### config.mk
export PLATFORM = sky130hd
export DESIGN_NAME = ntt_pass_sequencer
export DESIGN_NICKNAME = d
export VERILOG_FILES = /design/src/rtl/ntt_pass_sequencer_pkg.sv /design/src/rtl/ntt_pass_sequencer_wb_delay_line.sv /design/src/rtl/ntt_pass_sequencer.sv
export SDC_FILE = /design/constraint.sdc
export NUM_CORES = 1
export LEC_CHECK = 0
export CAP_MARGIN = 10
export CORE_MARGIN = 10
export CORE_UTILIZATION = 45
export CTS_CLUSTER_SIZE = 20
export DETAILED_ROUTE_END_ITERATION = 16
export GPL_ROUTABILITY_DRIVEN = 1
export PLACE_DENSITY = 0.67
export SLEW_MARGIN = 15
export SYNTH_ARGS = -nofsm -noshare
export SYNTH_HDL_FRONTEND = slang
export SYNTH_SLANG_ARGS = --single-unit
### constraint.sdc
create_clock -name clk -period 2.21 [get_ports clk]
set_input_delay 0.5525 -clock clk [delete_from_list [all_inputs] [get_ports clk]]
set_output_delay 0.5525 -clock clk [all_outputs]
set_load 0.03 [all_outputs]
### src/rtl/ntt_pass_sequencer_pkg.sv
// Shared definitions for the NTT pass sequencer: polynomial geometry, mode and
// resolver codes, sequencer states and round-count helpers.
package ntt_pass_sequencer_pkg;

    localparam int unsigned DILITHIUM_N    = 256;
    localparam int unsigned NTT_ROUNDS     = 4;
    // Four coefficients per RAM word.
    localparam int unsigned WORDS_PER_POLY = DILITHIUM_N / 4;

    typedef enum logic [2:0] {
        ModeFwdNtt = 3'd0,
        ModeInvNtt = 3'd1,
        ModeMult   = 3'd2,
        ModeAdd    = 3'd3,
        ModeSub    = 3'd4
    } ntt_mode_e;

    typedef enum logic [1:0] {
        ResDecodeTrue = 2'd0,
        ResEncodeTrue = 2'd1,
        ResStandard   = 2'd2
    } mode_resolver_e;

    typedef enum logic [2:0] {
        StIdle,
        StInit,
        StRun,
        StDrain,
        StDone
    } seq_state_e;

    function automatic logic is_ntt_mode(input logic [2:0] m);
        return (m == ModeFwdNtt) || (m == ModeInvNtt);
    endfunction

    // Index of the final round for a command: NTT modes sweep the RAM once per round.
    function automatic logic [1:0] last_round(input logic [2:0] m);
        return is_ntt_mode(m) ? 2'(NTT_ROUNDS - 1) : 2'd0;
    endfunction

endpackage

### src/rtl/ntt_pass_sequencer_wb_delay_line.sv
// Write-back delay line: a DEPTH-stage shift register carrying {valid, addr}.
// All stages clear on synchronous reset so an aborted command leaves no writes behind.
module ntt_pass_sequencer_wb_delay_line #(
    parameter int unsigned DEPTH = 10,
    parameter int unsigned W     = 7
) (
    input  logic         clk,
    input  logic         rst,
    input  logic [W-1:0] din,
    output logic [W-1:0] dout
);

    logic [W-1:0] stage_q [DEPTH];

    always_ff @(posedge clk) begin
        if (rst) begin
            for (int i = 0; i < int'(DEPTH); i++) begin
                stage_q[i] <= '0;
            end
        end else begin
            stage_q[0] <= din;
            for (int i = 1; i < int'(DEPTH); i++) begin
                stage_q[i] <= stage_q[i-1];
            end
        end
    end

    assign dout = stage_q[DEPTH-1];

endmodule

### src/rtl/ntt_pass_sequencer.sv
// Command sequencer for the NTT address unit: issues 64 reads per round, forms delayed
// write-backs and drains between rounds. Optional protocol checker under NTT_SEQ_CHECK_EN.
module ntt_pass_sequencer
    import ntt_pass_sequencer_pkg::*;
#(
    parameter int unsigned PIPE_LAT = 10,
    parameter int unsigned ADDR_W   = 6
) (
    input  logic              clk,
    input  logic              rst,
    input  logic              start,
    input  logic [2:0]        mode,
    input  logic [1:0]        mode_resolver,
    output logic              busy,
    output logic              done,
    output logic              au_rst,
    output logic              au_en,
    output logic [2:0]        au_mode,
    output logic [1:0]        au_mode_resolver,
    input  logic [ADDR_W-1:0] au_ram_addr,
    input  logic              au_round_done,
    input  logic              au_done,
    output logic              rd_en,
    output logic [ADDR_W-1:0] rd_addr,
    output logic              wr_en,
    output logic [ADDR_W-1:0] wr_addr,
    output logic              err
);

    localparam int unsigned       DL_W       = ADDR_W + 1;
    localparam logic [ADDR_W-1:0] LAST_WORD  = ADDR_W'(WORDS_PER_POLY - 1);
    localparam logic [4:0]        DRAIN_LAST = 5'(PIPE_LAT - 1);

    seq_state_e        state_q, state_d;
    logic [1:0]        round_q, round_d;
    logic [ADDR_W-1:0] cnt_q, cnt_d;
    logic [4:0]        drain_q, drain_d;
    logic [2:0]        mode_q, mode_d;
    logic [1:0]        res_q, res_d;

    always_ff @(posedge clk) begin
        if (rst) begin
            state_q <= StIdle;
            round_q <= '0;
            cnt_q   <= '0;
            drain_q <= '0;
            mode_q  <= '0;
            res_q   <= '0;
        end else begin
            state_q <= state_d;
            round_q <= round_d;
            cnt_q   <= cnt_d;
            drain_q <= drain_d;
            mode_q  <= mode_d;
            res_q   <= res_d;
        end
    end

    always_comb begin
        state_d = state_q;
        round_d = round_q;
        cnt_d   = cnt_q;
        drain_d = drain_q;
        mode_d  = mode_q;
        res_d   = res_q;
        unique case (state_q)
            StIdle: begin
                if (start && (mode <= ModeSub)) begin
                    state_d = StInit;
                    mode_d  = mode;
                    res_d   = mode_resolver;
                    round_d = '0;
                    cnt_d   = '0;
                end
            end
            StInit: state_d = StRun;
            StRun: begin
                cnt_d = cnt_q + 1'b1;
                if (cnt_q == LAST_WORD) begin
                    cnt_d   = '0;
                    drain_d = '0;
                    state_d = StDrain;
                end
            end
            StDrain: begin
                drain_d = drain_q + 1'b1;
                // The last write-back of the round lands in this final drain cycle.
                if (drain_q == DRAIN_LAST) begin
                    if (round_q == last_round(mode_q)) begin
                        state_d = StDone;
                    end else begin
                        round_d = round_q + 2'd1;
                        state_d = StRun;
                    end
                end
            end
            StDone: state_d = StIdle;
            default: state_d = StIdle;
        endcase
    end

    // Outputs are forced to their reset values while rst is held.
    assign rd_en            = (state_q == StRun) && !rst;
    assign au_en            = rd_en;
    assign rd_addr          = rd_en ? au_ram_addr : '0;
    assign busy             = (state_q != StIdle) && !rst;
    assign done             = (state_q == StDone) && !rst;
    assign au_rst           = rst || (state_q == StInit);
    assign au_mode          = mode_q;
    assign au_mode_resolver = res_q;

    logic [DL_W-1:0] dl_in, dl_out;

    assign dl_in = {rd_en, rd_addr};

    ntt_pass_sequencer_wb_delay_line #(
        .DEPTH (PIPE_LAT),
        .W     (DL_W)
    ) u_wb_delay_line (
        .clk  (clk),
        .rst  (rst),
        .din  (dl_in),
        .dout (dl_out)
    );

    assign wr_en   = dl_out[DL_W-1] && !rst;
    assign wr_addr = rst ? '0 : dl_out[ADDR_W-1:0];

`ifdef NTT_SEQ_CHECK_EN
    logic err_q;
    logic first_drain;
    logic viol;

    always_comb begin
        first_drain = (state_q == StDrain) && (drain_q == '0);
        viol        = 1'b0;
        if ((state_q != StIdle) && is_ntt_mode(mode_q) && (au_round_done != first_drain)) begin
            viol = 1'b1;
        end
        if (au_done != (first_drain && (round_q == last_round(mode_q)))) begin
            viol = 1'b1;
        end
        if ((state_q == StIdle) && start && (mode > ModeSub)) begin
            viol = 1'b1;
        end
    end

    always_ff @(posedge clk) begin
        if (rst) begin
            err_q <= 1'b0;
        end else if (viol) begin
            err_q <= 1'b1;
        end
    end

    assign err = err_q && !rst;
`else
    logic unused_au_status;
    assign unused_au_status = au_round_done ^ au_done;
    assign err              = 1'b0;
`endif

endmodule

==> reports/results.md <==
Pwr
- power share of the clock group: 37.6%
- Cell Pwr Density: 789.9 mW/mm^2
- VDD IR-drop max: 0.4268 mV
- switching power of the nets: 701.3 uW
- switching power share of the total: 23.53%
- Leakage Power: 1.507 nW
- Comb power frac: 6.7%
- Internal Pwr Total: 2.279 mW
- sequential power share: 55.7%

Synth
- sequential share of the synthesized area: 59.65%
- proportion of register bits with asynchronous set or reset after synthesis: 0%
- cell types with the largest area share after synthesis: dfxtp_1 60%, nor2b_1 15%, nor2_1 3.2%
- number of synthesized register bits: 91
- cell with the most instances after synthesis: dfxtp_1
- Commonest cells post-synth: 91 x dfxtp_1, 71 x nor2b_1, 26 x nor2_1
- total nets after synthesis: 316
- most instantiated flip-flop cell in the synthesis netlist: dfxtp_1
- Cell Area, Synth: 0.003054 mm^2
- instance count of the mapped netlist: 297
- post-synth cell types: 38
- mean instance size in the synthesized netlist: 10.28 um^2
- Yosys warning total: 0
- Synth area leader: dfxtp_1
- count of flip-flops with a built-in enable after synthesis: 0
- area share of the largest cell type after synthesis: 59.65%

Worst hold path
- Worst Hold Path Cells: 1
- launch instance of the worst min-delay path: u_wb_delay_line.stage_q[0][38]
- hold worst-path end: u_wb_delay_line.stage_q[0][45]
- path category of the worst min-delay check: reg -> reg

Clocking
- clock tree buffer depth: 2
- number of sinks driven by the clock tree: 91
- H-Tree Depth: 3
- cts-stage hold buffer count: 0
- TritonCTS Buffers: 9
- clock network latency to the later pin of the worst-skew pair: 0.35 ns
- clock transition at the registers of the reported paths: 0.09 ns
- clock root buffer: clkbuf_8
- clock tree from TritonCTS: yes

Outcome
- outcome: completed

Timing
- Final setup viols: 0
- portion of the clock cycle consumed by the worst path in the final layout: 99.06%
- Highest Clock Rate: 0.4568 GHz
- count of pins over their slew limit: 0
- unrepaired setup endpoints after global routing: yes
- worst hold margin: 0.4346 ns
- final setup skew: 0.006858 ns
- final critical path time including I/O delays and setup: 2.189 ns
- Fin. Hold Viols: 0

Placed design
- placed cells: 403
- routability congestion estimate: 0.7518
- half-perimeter wire length after placement: 3.224 mm
- port bufs: 36

GRT
- maximum number of pins on one net before global-route repair: 46
- global-route congestion overflow total: 0
- via count of the first global-routing pass: 1,860
- number of antenna violations at the first check in global routing: 0
- combined global-route utilization of all metal layers: 9.781%
- wire length of the first global-routing pass: 8.114 mm

Final layout
- nets: 361
- Fill cells: 580
- fraction of final layout cells sized beyond drive strength 1: 18.44%
- number of diodes: 0
- Non-Filler Instances: 424
- Layout area overhead: 23.56%
- area used by sequential logic in the layout: 0.001833 mm^2
- Multi-input gate area: 0.001166 mm^2

Setup path
- setup slack on the worst flop-to-flop path: 0.61 ns
- data required time at the worst endpoint: 1.66 ns
- type of destination of the critical path: output port
- maximum net fanout on the critical path: 7
- Arr. time, crit path: 1.64 ns
- category of the most critical setup path: reg -> out
- Reg2Reg Depth: 6
- launching element type of the critical path: register
- reg2reg start: state_q[1]
- reg-to-reg critical path endpoint: au_mode[2]

Route
- drc violations: 0
- routed wire length: 4.920 mm
- via count of the routed design: 2,036
- vias per cell: 4.802
- post-route ant nets: 0
- drt first-iter violations: 67
- Wirelength per Cell: 11.60 um
- first-pass detailed-route iteration total: 4

Floorplanning
- floorplan die area: 0.01048 mm^2
- vertical extent of the die: 102.4 um
- I/O pins: 40
- Std-Cell Rows: 29
- die span in x: 102.4 um
- effective utilization at floorplan: 47.29%
- core box area: 0.006459 mm^2

Flow run
- reported max-cap violation count: 0

critical path, stage by stage (launching register included):
cell and delay [ns]:
dfxtp_4 0.35, or3b_4 0.41, nor2_4 0.13, buf_6 0.14, and2_4 0.14, buf_6 0.12
through the flow:
step	util (%)	cell area (um^2)	total power [mW]	TNS (ns)	setup slack, ns
after floorplan	-	3054	1.811	0	0.1265
after CTS	58.49	3777	3.026	-0.1261	-0.02559
after global routing	58.43	3774	3.120	-0.2758	-0.04963
final	58.43	3774	2.981	0	0.02075
after detailed placement	53.80	3475	1.888	0	0.07006
after global placement	53.80	3475	1.886	0	0.05752
cells by family after synthesis:
kind of cell,Yosys count,synth area share (%)
multiplexers,7,2.294
buffers and inverters,21,2.990
AO/OA/AOI/OAI,29,6.637
other,1,0.1228
flip-flops,91,59.65
AND/OR/NAND/NOR,145,27.08
adder cells (fa/ha/maj),3,1.229
repair_timing:
action / CTS / global route
endpoints found under the setup margin: 9 / 8
gates cloned: 1 / 0
buffers inserted: 4 / 0
resized for setup: 24 / 2
pin swaps: 8 / 1
registers in the layout (all words and copies together) (netlist names):
name                     cells
round_q                      2
drain_q                      5
cnt_q                        6
au_mode                      3
au_mode_resolver             2
state_q                      3
u_wb_delay_line.stage_q     70
layer usage:
layer | vias up | routed length [um] | global-route usage, %
li1 | 1056 | - | -
met1 | 926 | 2273 | 11.13
met2 | 48 | 2247 | 14.77
met3 | 6 | 352 | 5.533
met4 | 0 | 46 | 4.230
met5 | - | 0 | 0
worst max path at each step:
stage	endpoint	startpoint	slack (ns)
6_report	rd_addr[5]	state_q[0]	0.02
5_1_grt	rd_addr[5]	state_q[0]	-0.05
4_1_cts	rd_addr[5]	state_q[0]	-0.03
3_5_place_dp	done	rst	0.07
3_3_place_gp	done	rst	0.06
2_1_floorplan	rd_addr[0]	state_q[2]	0.13
power groups by stage:
stage	registers, mW	clock network, mW	logic, mW
detailed placement	1.70	0	0.185
CTS	1.66	1.16	0.201
floorplan	1.71	0	0.0998
global placement	1.70	0	0.183
finish	1.66	1.12	0.199
global route	1.66	1.24	0.217
placed cells by master, fill, tap and decap left out, types with 3 or more instances in the layout:
master / n
dfxtp_1: 88
nor2b_1: 71
nor2_1: 25
buf_4: 23
clkdlybuf4s50_1: 17
clkbuf_8: 9
nand3_1: 8
nand2_1: 8
and2_1: 7
o21ai_0: 7
mux2i_1: 7
buf_6: 7
and2_4: 6
inv_1: 4
a21oi_1: 4
and3_1: 3
nor3_1: 3
nand3b_1: 3
a211oi_1: 3
a31oi_1: 3
ha_1: 3
dfxtp_4: 3
area by class of cell:
class                   instances  share of cell area [%]
repair buffers                 51                   12.10
multi-input cells             185                   30.90
flip-flops and latches         91                   48.57
well taps                      77                   2.553
clock buffers                   9                   3.282
clock inverters                 7                   2.188
inverters                       4                  0.3979
Power figures use the tool's default switching activity.
==> variant 1, RTL diff (config.mk and constraints unchanged) <==
The option `NTT_SEQ_CHECK_EN` is turned on by a define.
--- a/src/rtl/ntt_pass_sequencer.sv
+++ b/src/rtl/ntt_pass_sequencer.sv
@@ -1,5 +1,7 @@
 // Command sequencer for the NTT address unit: issues 64 reads per round, forms delayed
 // write-backs and drains between rounds. Optional protocol checker under NTT_SEQ_CHECK_EN.
+`define NTT_SEQ_CHECK_EN
+
 module ntt_pass_sequencer
     import ntt_pass_sequencer_pkg::*;
 #(
Formal check against the unedited RTL: not equivalent (Yosys sat finds a counterexample within 4 cycles, from zero or initial values and one cycle with rst high).
==> variant 1 against the original RTL <==
  * Final area up 4.8%
  * Critical path depth unchanged
  * Sequential cell count up 1
  * Total power up 8.1%
  * Critical path type unchanged
  * Clock power up 17%
  * Setup slack better by 0.022 ns
  * Area after synthesis up 4.1%
  * Maximum frequency up 1.0%
  * Critical endpoint is now rd_addr[3]
  * Wire length up 6.5%
==> variant 1: results (changes against the original RTL) <==
- Area contributors post-synth: dfxtp_1 (58%), nor2b_1 (14%), and2_1 (3.1%), nor2_1 (2.2%), o21ai_0 (1.9%)
- Asr flop ratio synth: 0 (unchanged)
- Reg2Reg Setup Slack: 0.56 ns (-0.05 ns)
- Clock transition at the registers of the reported paths: 0.09 ns (about the same)
- Routability cong.: 0.7907 (+5.2%)
- Hpwl dp: 3.526 mm (+9.3%)
- HP Start: u_wb_delay_line.stage_q[0][33]
- Commonest cells post-synth: dfxtp_1 (92), nor2b_1 (71), nor2_1 (19)
- Cell Area, Placed: 3662 um^2 (+5.4%)
- Sequential element share of the synthesized area: 0.5793 (-0.01718)
- Reg-to-Reg Start: cnt_q[0]
- Worst endpoint data arrival time: 1.61 ns (-0.03 ns)
- 1st-pass router iterations: 4 (unchanged)
- Syn_area_per_cell: 10.19 um^2 (-0.91%)
- Vias per cell: 4.664 (-2.9%)
- Fraction of layout instances using a drive strength above 1: 0.1708 (-0.01364)
- Port bufs: 39 (+8.3%)
- Postcts setup bufs: 0 (-4)
- Vias in the first global route: 2024 (+8.8%)
- R2r endpoint: drain_q[3]
- DR iter-0 viols: 53 (-21%)
- Clock Skew: 0.006272 ns (-0.0005859 ns)
- Final Net Count: 378 (+4.7%)
- CTS Buffer Depth: 2 (unchanged)
- Synth unique cells: 43 (+13%)
- Class of the worst hold path: flop to flop
- Hold Crit Endpoint: u_wb_delay_line.stage_q[0][40]
- Leakage power: 1.540 nW (+2.1%)
- Vias: 2141 (+5.2%)
- Status: finished clean
- Dpl cells: 442 (+9.7%)
- GRT Total Usage: 0.09937 (+0.001558)
- Syn. warnings: 0 (unchanged)
- First-pass GRT wire length: 8.990 mm (+11%)
- DR WL/cell: 11.41 um (-1.7%)
- Syn_nets: 332 (+5.1%)
- # fillers: 601 (+3.6%)
- Largest net degree at the start of global routing: 39 (-15%)
- Peak VDD IR: 392.8 uV (-8.0%)
- FF-to-FF path depth: 5 (-1)
==> variant 1: cell count changes after synthesis, moves of 3 or more <==
cell	before	now
nor2_1	26	19
clkbuf_1	11	8
a21oi_1	4	9
mux2i_1	7	3
nand2_1	8	12
and2_1	13	16
o21ai_0	7	12
==> variant 1: per-layer routing <==
layer | track usage | part of all wire | vias to the layer above
met5 | 0 | 0 | -
met4 | 0.04771 | 0.018 | 0
met3 | 0.04337 | 0.061 | 7
met2 | 0.1473 | 0.43 | 42
met1 | 0.1203 | 0.49 | 973
li1 | - | - | 1119
==> variant 1: cell families after synthesis <==
logic type,after synthesis,synth area share
buf+inv,24,0.03660
compound gates,41,0.08146
flops,92,0.5793
mux,3,0.009445
simple gates,148,0.2775
fa+ha+maj,4,0.01574
==> variant 1: area by class of cell <==
class	count	area, um^2	share of cell area
inverters	6	22.52	0.005693
multi-input cells	196	1245	0.3147
flip-flops and latches	92	1844	0.4662
clock inverters	6	105.1	0.02657
well taps	96	120.1	0.03036
repair buffers	53	481.7	0.1218
clock buffers	10	137.6	0.03479
==> variant 1: power breakdown <==
part	total [W]	switching (W)	internal, W	leakage, nW
Clock	0.00131	0.000619	0.000693	0.122
Sequential	0.00169	0.0000103	0.00168	0.744
Combinational	0.000223	0.000123	0.000100	0.674
==> variant 1: repair_timing <==
action,CTS,global route
resized for setup,4,12
cloned,1,0
endpoints found under the setup margin,6,6
==> variant 1: through the flow <==
step | worst slack, ns | hold slack [ns]
finish | 0.04254 | 0.4381
global route | -0.03669 | 0.4527
CTS | 0.002473 | 0.4418
detailed placement | 0.1912 | 0.4218
global placement | 0.2226 | 0.4162
floorplan | 0.01660 | 0.4138
==> variant 1: how the worst max path moves through the flow <==
stage / slack [ns] / start / endpoint / cells past startpoint
after CTS: 0.002 / state_q[1] / rd_addr[1] / 5
after detailed placement: 0.19 / start / err_q / 5
after floorplan: 0.02 / rst / done / 4
final: 0.04 / state_q[2] / rd_addr[3] / 5
after global routing: -0.04 / state_q[2] / rd_addr[5] / 5
after global placement: 0.22 / mode[0] / cnt_q[2] / 5
==> variant 2, RTL diff (same flow settings) <==
Made on the original files. Encoding of `seq_state_e`: now Gray code (3 bits for 5 states).
--- a/src/rtl/ntt_pass_sequencer_pkg.sv
+++ b/src/rtl/ntt_pass_sequencer_pkg.sv
@@ -22,11 +22,11 @@
     } mode_resolver_e;
 
     typedef enum logic [2:0] {
-        StIdle,
-        StInit,
-        StRun,
-        StDrain,
-        StDone
+        StIdle  = 3'b000,
+        StInit  = 3'b001,
+        StRun   = 3'b011,
+        StDrain = 3'b010,
+        StDone  = 3'b110
     } seq_state_e;
 
     function automatic logic is_ntt_mode(input logic [2:0] m);
Formal check against the unedited RTL: no difference found for any inputs over 10 cycles, from zero or initial values and one cycle with rst high; not proved beyond that.
==> variant 2 against the original RTL <==
  * Total power about the same
  * Setup slack improved by 0.11 ns
  * Final area decreased by 4.9%
  * Wire length decreased by 4.2%
  * Synthesized cell count decreased by 2.7%
  * Largest cell class unchanged
  * Sequential cell count unchanged
  * Register-to-register slack got worse by 0.13 ns
  * Area after synthesis decreased by 1.6%
==> variant 2: results (changes against the original RTL) <==
- Syn_nets: 308 (-2.5%)
- Clock transition at the registers of the reported paths: 0.09 ns (about the same)
- CTS Buf Count: 9 (unchanged)
- Met3 routed WL: 294 um (-16%)
- Sequential element share of the synthesized area: 0.6059 (+0.009432)
- DR WL/cell: 11.58 um (-0.18%)
- CP max stage delay: 0.50 ns (+0.09 ns)
- Cell Area, Placed: 3369 um^2 (-3.0%)
- Clock Skew: 0.008183 ns (+0.001325 ns)
- Class of the worst hold path: flop to flop
- Fraction of layout instances using a drive strength above 1: 0.1303 (-0.05414)
- CP Class: flop to primary output
- Worst-path fanout max: 12 (+5)
- Leakage power: 1.490 nW (-1.2%)
- First-pass GRT wire length: 7.941 mm (-2.1%)
- DR iter-0 viols: 69 (+3.0%)
- Routability cong.: 0.8489 (+13%)
- Status: finished clean
- Pre-CTS setup slack: 0.1830 ns (+0.1129 ns)
- Top Registers: u_wb_delay_line.stage_q (70), cnt_q (6), drain_q (5)
- Met1 WL: 2.276 mm (+0.13%)
- Hpwl dp: 3.073 mm (-4.7%)
- Initial antenna violation count: 0 (unchanged)
- Port bufs: 36 (unchanged)
- Top_reg_cell synth: dfxtp_1
- GRT Total Usage: 0.09557 (-0.002236)
- Synth unique cells: 39 (+2.6%)
- CTS Buffer Depth: 2 (unchanged)
- ANT cells: 0 (unchanged)
- CTS root buffer: clkbuf_8
- 1st-pass router iterations: 5 (+1)
- Commonest cells post-synth: dfxtp_1 (91), nor2b_1 (70), nor2_1 (22)
- Hold Vio Cnt, Final: 0 (unchanged)
- Asr flop ratio synth: 0 (unchanged)
- Peak VDD IR: 358.3 uV (-16%)
- Syn. warnings: 0 (unchanged)
- Reg-to-Reg Start: state_q[1]
- Top sig layer: met4
- Post-synth EDFFs: 0 (unchanged)
- Area contributors post-synth: dfxtp_1 (61%), nor2b_1 (15%), and3_1 (2.9%), nor2_1 (2.7%), mux2i_1 (2.0%)
- Number of H-tree levels: 3 (unchanged)
- Worst endpoint data arrival time: 1.53 ns (-0.11 ns)
- WL met2: 2.103 mm (-6.4%)
- Clk Latency, worst-skew pair: 0.34 ns
- Family with the most delay on the worst path: simple AND/OR/NAND/NOR gates
- Vias: 1990 (-2.3%)
- Met3 Resource Use GR: 0.04016 (-0.01517)
- Vias in the first global route: 1852 (-0.43%)
- Largest net degree at the start of global routing: 54 (+17%)
- Met1 GRT Util: 0.1143 (+0.003054)
- GR Util met2: 0.1421 (-0.005507)
- HP Start: u_wb_delay_line.stage_q[0][3]
- Final Net Count: 344 (-4.7%)
- Slowest CP cell: dfxtp_1
- Crit path launch: state_q[2]
- # fillers: 560 (-3.4%)
==> variant 2: metrics by stage <==
step                      instances    util
final                           407  0.5585
after global routing            407  0.5585
after floorplan                 289       -
after global placement          389  0.5246
after detailed placement        389  0.5246
after CTS                       405  0.5560
==> variant 2: cell type report <==
cell class / count / share of cell area
Inverter: 4 / 0.004186
Clock inverter: 6 / 0.02023
Clock buffer: 10 / 0.03558
Timing Repair Buffer: 44 / 0.1039
Tap cell: 77 / 0.02686
Sequential cell: 91 / 0.5082
Multi-Input combinational cell: 175 / 0.3010
==> variant 2: kinds of logic (layout without fill, tap and decap cells) <==
kind of cell / after synthesis / in the layout / share of synthesized area
simple gates: 135 / 135 / 0.2580
flops: 91 / 91 / 0.6059
compound gates: 30 / 30 / 0.06700
buf+inv: 23 / 64 / 0.03537
mux: 6 / 6 / 0.01998
fa+ha+maj: 3 / 3 / 0.01249
other cells: 1 / 1 / 0.001247
==> variant 2: report_power, final <==
part           internal, W  switching [W]  total [W]
Combinational    0.0000798       0.000118   0.000198
Clock             0.000535       0.000569    0.00110
Sequential         0.00166      0.0000201    0.00168
Total              0.00227       0.000707    0.00298
==> variant 2: repair_timing <==
item	CTS	global route
pin swaps	0	1
hold buffers	0	0
gates resized for setup	1	1
setup endpoints to repair	6	8
buffers inserted	0	2
==> variant 2: worst register-to-register path, stage by stage (launching register included) <==
cell     delay [ns]
dfxtp_1        0.49
or3b_1         0.51
or4_1          0.54
a21oi_1        0.14
==> variant 2: final timing paths <==
path	cells past startpoint	slack, ns	endpoint
max	3	0.13	rd_addr[0]
min	1	0.43	u_wb_delay_line.stage_q[0][10]
max reg2reg	3	0.48	round_q[0]
min reg2reg	1	0.43	u_wb_delay_line.stage_q[0][10]
